--- src/rtl/acc_pkg.sv ---
// Shared definitions for the accumulator core: opcodes, FSM states,
// flag bit positions and ALU function codes.
package acc_pkg;

    localparam logic [3:0] OP_ADD  = 4'h0;
    localparam logic [3:0] OP_SUB  = 4'h1;
    localparam logic [3:0] OP_AND  = 4'h2;
    localparam logic [3:0] OP_OR   = 4'h3;
    localparam logic [3:0] OP_XOR  = 4'h4;
    localparam logic [3:0] OP_ADDI = 4'h5;
    localparam logic [3:0] OP_LDI  = 4'h6;
    localparam logic [3:0] OP_LD   = 4'h7;
    localparam logic [3:0] OP_ST   = 4'h8;
    localparam logic [3:0] OP_JMP  = 4'h9;
    localparam logic [3:0] OP_JZ   = 4'hA;
    localparam logic [3:0] OP_JC   = 4'hB;
    localparam logic [3:0] OP_INP  = 4'hC;
    localparam logic [3:0] OP_OUT  = 4'hD;
    localparam logic [3:0] OP_NOP  = 4'hE;
    localparam logic [3:0] OP_HALT = 4'hF;

    // ALU function codes line up with the low bits of opcodes 0-5
    localparam logic [2:0] ALU_ADD  = 3'd0;
    localparam logic [2:0] ALU_SUB  = 3'd1;
    localparam logic [2:0] ALU_AND  = 3'd2;
    localparam logic [2:0] ALU_OR   = 3'd3;
    localparam logic [2:0] ALU_XOR  = 3'd4;
    localparam logic [2:0] ALU_ADDI = 3'd5;

    localparam int FLAG_Z = 0;
    localparam int FLAG_C = 1;

    typedef enum logic [2:0] {
        S_FETCH,
        S_EXEC,
        S_MEM,
        S_IN,
        S_OUT,
        S_HALT
    } state_t;

    function automatic logic is_mem_op(input logic [3:0] op);
        return (op <= OP_XOR) || (op == OP_LD) || (op == OP_ST);
    endfunction

endpackage

--- src/rtl/acc_alu.sv ---
// Combinational ALU for the accumulator core: add/sub/logic ops with
// zero and carry/borrow outputs.
module acc_alu
    import acc_pkg::*;
#(
    parameter int DW = 8
) (
    input  logic [DW-1:0] a,
    input  logic [DW-1:0] b,
    input  logic [2:0]    fn,
    output logic [DW-1:0] result,
    output logic          zero,
    output logic          carry
);

    logic [DW:0] sum;

    assign sum = {1'b0, a} + {1'b0, b};

    always_comb begin
        result = b;
        carry  = 1'b0;
        case (fn)
            ALU_ADD, ALU_ADDI: begin
                result = sum[DW-1:0];
                carry  = sum[DW];
            end
            ALU_SUB: begin
                result = a - b;
                carry  = (a < b);
            end
            ALU_AND: result = a & b;
            ALU_OR:  result = a | b;
            ALU_XOR: result = a ^ b;
            default: ;
        endcase
        zero = (result == '0);
    end

endmodule

--- src/rtl/acc_core.sv ---
// Multi-cycle accumulator CPU core with handshaked instruction memory,
// data memory and I/O ports; stalls in each state until its handshake completes.
module acc_core
    import acc_pkg::*;
#(
    parameter int DW = 8,
    parameter int AW = 12,
    parameter int IW = 16
) (
    input  logic          clk_i,
    input  logic          rst_i,
    output logic          imem_req_o,
    output logic [AW-1:0] imem_addr_o,
    input  logic [IW-1:0] imem_rdata_i,
    input  logic          imem_valid_i,
    output logic          dmem_req_o,
    output logic          dmem_we_o,
    output logic [AW-1:0] dmem_addr_o,
    output logic [DW-1:0] dmem_wdata_o,
    input  logic [DW-1:0] dmem_rdata_i,
    input  logic          dmem_ack_i,
    input  logic [DW-1:0] in_data_i,
    input  logic          in_valid_i,
    output logic          in_ready_o,
    output logic [DW-1:0] out_data_o,
    output logic          out_valid_o,
    input  logic          out_ready_i,
    output logic [AW-1:0] pc_o,
    output logic [IW-1:0] ins_o,
    output logic [DW-1:0] acc_o,
    output logic [1:0]    flags_o,
    output logic          halted_o
);

    localparam int MAXW = (AW > DW) ? AW : DW;

    generate
        if (IW < 4 + MAXW) begin : g_width_check
            $error("acc_core: IW must be at least 4+max(AW,DW)");
        end
    endgenerate

    state_t        state, next_state;
    logic [AW-1:0] pc;
    logic [IW-1:0] ir;
    logic [DW-1:0] acc;
    logic [1:0]    flags;

    logic [3:0]    opcode;
    logic [AW-1:0] target;
    logic [AW-1:0] pc_next;
    logic [DW-1:0] imm;
    logic [DW-1:0] alu_b;
    logic [DW-1:0] alu_result;
    logic          alu_zero;
    logic          alu_carry;

    assign opcode  = ir[IW-1:IW-4];
    assign target  = ir[AW-1:0];
    assign imm     = ir[DW-1:0];
    assign pc_next = pc + AW'(1);
    assign alu_b   = (opcode == OP_ADDI) ? imm : dmem_rdata_i;

    acc_alu #(.DW(DW)) u_alu (
        .a      (acc),
        .b      (alu_b),
        .fn     (opcode[2:0]),
        .result (alu_result),
        .zero   (alu_zero),
        .carry  (alu_carry)
    );

    always_ff @(posedge clk_i) begin
        if (!rst_i) state <= S_FETCH;
        else        state <= next_state;
    end

    always_comb begin
        next_state = state;
        case (state)
            S_FETCH: if (imem_valid_i) next_state = S_EXEC;
            S_EXEC: begin
                if (is_mem_op(opcode))       next_state = S_MEM;
                else if (opcode == OP_INP)   next_state = S_IN;
                else if (opcode == OP_OUT)   next_state = S_OUT;
                else if (opcode == OP_HALT)  next_state = S_HALT;
                else                         next_state = S_FETCH;
            end
            S_MEM:   if (dmem_ack_i)   next_state = S_FETCH;
            S_IN:    if (in_valid_i)   next_state = S_FETCH;
            S_OUT:   if (out_ready_i)  next_state = S_FETCH;
            S_HALT:  next_state = S_HALT;
            default: next_state = S_FETCH;
        endcase
    end

    // Handshake outputs are masked while reset is held so nothing leaks in the reset cycle
    always_comb begin
        imem_req_o  = 1'b0;
        dmem_req_o  = 1'b0;
        dmem_we_o   = 1'b0;
        in_ready_o  = 1'b0;
        out_valid_o = 1'b0;
        halted_o    = 1'b0;
        if (rst_i) begin
            case (state)
                S_FETCH: imem_req_o = 1'b1;
                S_MEM: begin
                    dmem_req_o = 1'b1;
                    dmem_we_o  = (opcode == OP_ST);
                end
                S_IN:    in_ready_o  = 1'b1;
                S_OUT:   out_valid_o = 1'b1;
                S_HALT:  halted_o    = 1'b1;
                default: ;
            endcase
        end
    end

    always_ff @(posedge clk_i) begin
        if (!rst_i) begin
            pc    <= '0;
            ir    <= '0;
            acc   <= '0;
            flags <= '0;
        end else begin
            case (state)
                S_FETCH: if (imem_valid_i) ir <= imem_rdata_i;
                S_EXEC: begin
                    case (opcode)
                        OP_ADDI: begin
                            acc           <= alu_result;
                            flags[FLAG_Z] <= alu_zero;
                            flags[FLAG_C] <= alu_carry;
                            pc            <= pc_next;
                        end
                        OP_LDI: begin
                            acc           <= imm;
                            flags[FLAG_Z] <= (imm == '0);
                            pc            <= pc_next;
                        end
                        OP_JMP:  pc <= target;
                        OP_JZ:   pc <= flags[FLAG_Z] ? target : pc_next;
                        OP_JC:   pc <= flags[FLAG_C] ? target : pc_next;
                        OP_NOP:  pc <= pc_next;
                        default: ;
                    endcase
                end
                S_MEM: begin
                    if (dmem_ack_i) begin
                        pc <= pc_next;
                        if (opcode == OP_LD) begin
                            acc           <= dmem_rdata_i;
                            flags[FLAG_Z] <= (dmem_rdata_i == '0);
                        end else if (opcode != OP_ST) begin
                            acc           <= alu_result;
                            flags[FLAG_Z] <= alu_zero;
                            flags[FLAG_C] <= alu_carry;
                        end
                    end
                end
                S_IN: begin
                    if (in_valid_i) begin
                        acc           <= in_data_i;
                        flags[FLAG_Z] <= (in_data_i == '0);
                        pc            <= pc_next;
                    end
                end
                S_OUT:   if (out_ready_i) pc <= pc_next;
                default: ;
            endcase
        end
    end

    assign imem_addr_o  = pc;
    assign dmem_addr_o  = ir[AW-1:0];
    assign dmem_wdata_o = acc;
    assign out_data_o   = acc;
    assign pc_o         = pc;
    assign ins_o        = ir;
    assign acc_o        = acc;
    assign flags_o      = flags;

endmodule

--- config.mk ---
export PLATFORM = sky130hd
export DESIGN_NAME = acc_core
export DESIGN_NICKNAME = d
export VERILOG_FILES = /design/src/rtl/acc_pkg.sv /design/src/rtl/acc_alu.sv /design/src/rtl/acc_core.sv
export SDC_FILE = /design/constraint.sdc
export NUM_CORES = 1
export LEC_CHECK = 0
export BUFFER_PORTS_ARGS = -buffer_cell sky130_fd_sc_hd__buf_4
export CAP_MARGIN = 5
export CORE_MARGIN = 4
export CORE_UTILIZATION = 40
export CTS_BUF_LIST = sky130_fd_sc_hd__clkbuf_2 sky130_fd_sc_hd__clkbuf_4 sky130_fd_sc_hd__clkbuf_8
export DETAILED_ROUTE_END_ITERATION = 10
export GPL_TIMING_DRIVEN = 0
export PLACE_DENSITY = 0.66
export SLEW_MARGIN = 20
export SYNTH_ARGS = -nofsm -noshare
export SYNTH_HDL_FRONTEND = slang
export SYNTH_SLANG_ARGS = --single-unit
--- constraint.sdc ---
create_clock -name clk_i -period 4.6 [get_ports clk_i]
set_input_delay 1.38 -clock clk_i [delete_from_list [all_inputs] [get_ports clk_i]]
set_output_delay 1.38 -clock clk_i [all_outputs]
set_load 0.03 [all_outputs]
==> metrics.md <==
| Metric | Value |
|---|---|
| Status | `finished clean` |
| Gate Count Post-Synth | `552` |
| Chip width | `107 um` |
| Avg WL per Cell | `18.2 um` |
| Worst-Margin Slew | `about 0.96 ns` |
| Global Route Usage Sum | `24.8%` |
| Static Leak | `~2.3 nW` |
| Cell Chain, Critical Path | `buf_2 > nor4bb_1 > buf_2 > mux2_2 > ha_1 > fa_1 > nor3_1 > nor3_1 > a2bb2oi_1 > o21ai_0 > o22a_1 > or4b_1 > o31ai_2` |
| Worst Hold Path Cells | `2` |
| DR iter-0 viols | `approximately 290` |
| Worst IR Drop VDD | `0.000181 V` |
| CP required | `between 4 and 5 ns` |
| CP arrival | `4.22 ns` |
| Most used DFF post-synth | `dfxtp_1` |
| H-tree depth | `2` |
| Placement Cell Area | `5000 um^2` |
| Final hold violations | `0` |
| Fin area | `5120 um^2` |
| Worst path buffer plus inverter count | `2` |
| Worst Skew | `0.00935 ns` |
| Clock root buffer | `clkbuf_8` |
| Initial Utilization | `about two fifths` |
| Die ar. | `around 11,000 um^2` |
| Netlist cell types | `65` |
| DRT antenna net count | `0` |
| Area share of and/or/nand/nor cells after synthesis | `roughly 22%` |
| Ratio of cells with drive above 1 in the final layout | `30.1%` |
| RR Endpoint | `flags_o[0]` |
| Synthesized flop and latch total | `between 40 and 50` |
| Nets | `roughly 750` |
| Cts hold-fix bufs | `0` |
| Fmax | `about 0.25 GHz` |
| CTS tree | `built` |
| Yosys synthesis warning count | `0` |
| CTS sink cnt | `slightly above 40` |
| Vias per cell | `~5.6` |
| Clk_lat worst skew | `0.31 ns` |
| Most frequent cells in the layout | `164 x buf_4, 72 x nand2_1, 52 x a21oi_1` |
| Worst hold endpoint | `ins_o[8]` |
| Antenna cells | `0` |
| Non-Filler Instances | `roughly 800` |
| Critical Path End Type | `register` |
| DR pass1 iterations | `5` |
| Crit path max fanout | `10` |
| Unrepaired setup endpoints after global routing | `no` |
| Core Region | `9420 um^2` |
| Synthesized Nets | `617` |
| Setup TNS | `0 ns` |
| Reg-to-reg startpoint | `ins_o[14]` |
| Main combinational cell family by area after synthesis | `compound AO/OA/AOI/OAI gates` |
| Top-level port count | `roughly 120` |
| CTS clk-pin slew, worst paths | `around 0.10 ns` |
| HPWL after DPL | `between 10 and 15 mm` |
| Synth Area in Adders | `8.98%` |
| Synth Area in XOR/XNOR | `less than 1%` |
| Vias | `4,570` |
| CP peak stage delay | `between 0.5 and 0.6 ns` |
| Pwr Density | `349 nW/um^2` |
| Total grt overflow | `0` |
| Area Growth Syn to Fin | `30.3%` |
| Relative max-transition margin | `a little over a third` |
| Commonest non-fill, non-tap cell in the layout | `buf_4` |
| Critical path's top delay family | `simple AND/OR/NAND/NOR gates` |
| Post-CTS setup buffers | `0` |
| Post-Route WL | `14.8 mm` |
| Setup violators final | `0` |
| Complex-gate fraction of the synthesized area | `between 20 and 30%` |
| Min setup slack post-route | `just under 0.6 ns` |
| Final min period | `4.01 ns` |
| Post-layout util | `54.4%` |
| Slew Limit Fails | `0` |
| Post-synthesis average cell area | `7.12 um^2` |
| R2R Setup Slk | `0.59 ns` |
| Slowest-stage cell, CP | `or4b_1` |
| Pre-CTS setup slack | `roughly 0.38 ns` |
| Post-synthesis sequential area ratio | `a little over a fifth` |
| Post-CTS sizing | `0` |
| Critical path type | `register to register` |
| Design Power | `around 1.8 mW` |
| Initial antenna violation count | `0` |
| # Max-Cap Violations | `0` |
| Die Y | `roughly 110 um` |
| First-pass GRT wire length | `approximately 23 mm` |
| Mux cell area share after synthesis | `approximately 2.8%` |
| R2R cell count | `13` |
| Largest net degree at the start of global routing | `15` |
| Hold WC Path Type | `register to register` |
| Worst Setup Start Kind | `register` |
| Cell Area, Synth | `roughly 3900 um^2` |
| Hold slack | `0.515 ns` |
| Worst hold start | `ins_o[8]` |
| Share of synthesized flip-flops with an asynchronous set or reset | `0%` |
| Port bufs | `about 120` |
| Placed cells | `approximately 800` |
| Vias in the first global route | `~4,400` |
| EDFF count, synth | `0` |
| Final Cycle Share | `87.2%` |
| DRC errors left | `0` |
| Routability cong. | `0.933` |
| Longest Clk Path Bufs | `2` |
| Cell Rows | `35` |
| CTS Buf Count | `5` |
[how the worst max path moves through the flow]
stage               startpoint          to  slack [ns]  cells past startpoint
4_1_cts              ins_o[14]  flags_o[0]        0.60                     13
5_1_grt              ins_o[14]  flags_o[0]        0.40                     13
2_1_floorplan            rst_i    halted_o        0.58                      3
6_report             ins_o[14]  flags_o[0]        0.59                     13
3_5_place_dp   dmem_rdata_i[0]  flags_o[0]        0.38                     11
3_3_place_gp   dmem_rdata_i[0]  flags_o[0]        0.40                     11
[cells in the mapped netlist, types with 2 or more instances]
cell type  instances  area [um^2]
ha_1              25          313
o21ai_1            3         15.0
nand4_1            3         18.8
o31ai_1            2         15.0
a21o_1             3         22.5
o211ai_1           7         52.6
nor2_1            37          139
fa_1               2         40.0
nand2_1           72          270
clkbuf_1          12         45.0
o41ai_1            2         17.5
o221a_2            2         22.5
o21bai_1           3         22.5
o221ai_1           2         17.5
clkinv_1           3         11.3
a31oi_1           12         75.1
o22ai_1            2         12.5
a311oi_1           4         35.0
a211oi_1          13         97.6
and3_1             6         37.5
buf_4             43          323
o21a_1             4         30.0
nand3_1            9         45.0
nor2b_1            4         25.0
o2bb2ai_1          2         17.5
nand3b_1           5         37.5
buf_2             17         85.1
or3_1              4         25.0
and2_1             2         12.5
o22a_1             4         35.0
dfxtp_1           41          821
o21ai_0           32          160
nor3_1            17         85.1
a22oi_1           10         75.1
nor4_1            12         75.1
a21oi_1           52          260
a221oi_1           4         35.0
mux2_2             8         90.1
mux2i_1            2         20.0
inv_1             33          124
nand2b_1           4         25.0
a22o_1             5         43.8
[state kept, by name, summed over array words and instances, names as in the netlist]
name         cells
imem_addr_o     12
state            3
acc_o            8
flags_o          2
ins_o           16
[layout make-up]
| type | count | area (um^2) |
|---|---|---|
| timing repair buffer | 121 | 908 |
| clock buffer | 5 | 68.8 |
| sequential | 41 | 821 |
| tap | 129 | 161 |
| fill | 931 | 4290 |
| clock inverter | 3 | 46.3 |
| buffer | 73 | 457 |
| multi-input combinational | 402 | 2520 |
| inverter | 36 | 135 |
[layer usage]
metal  GRT usage (%)  wire length (um)
met5               0                 0
met4            7.12               256
met3            3.91               986
met2            44.6              7420
met1            30.4              6100
[where the power goes]
group | internal [mW] | switching [mW] | total, mW
clock network | 0.163 | 0.157 | 0.320
logic | 0.385 | 0.610 | 0.995
registers | 0.398 | 0.0746 | 0.473
total | 0.946 | 0.842 | 1.79
[cells by family after synthesis]
| family | Yosys count |
|---|---|
| AOI/OAI and AO/OA | 179 |
| adders and majority gates | 27 |
| xor gates and xnor gates | 2 |
| muxes | 10 |
| buffers and inverters | 109 |
| and+or+nand+nor | 184 |
| DFF | 41 |
[tightest hold or removal path, delay by kind of cell, from the launching register on]
kind               cells  cell delay, ns
DFF                    1            0.36
AOI/OAI and AO/OA      1            0.05
and+or+nand+nor        1            0.07
Note: power is estimated with default switching activity, not from simulation.
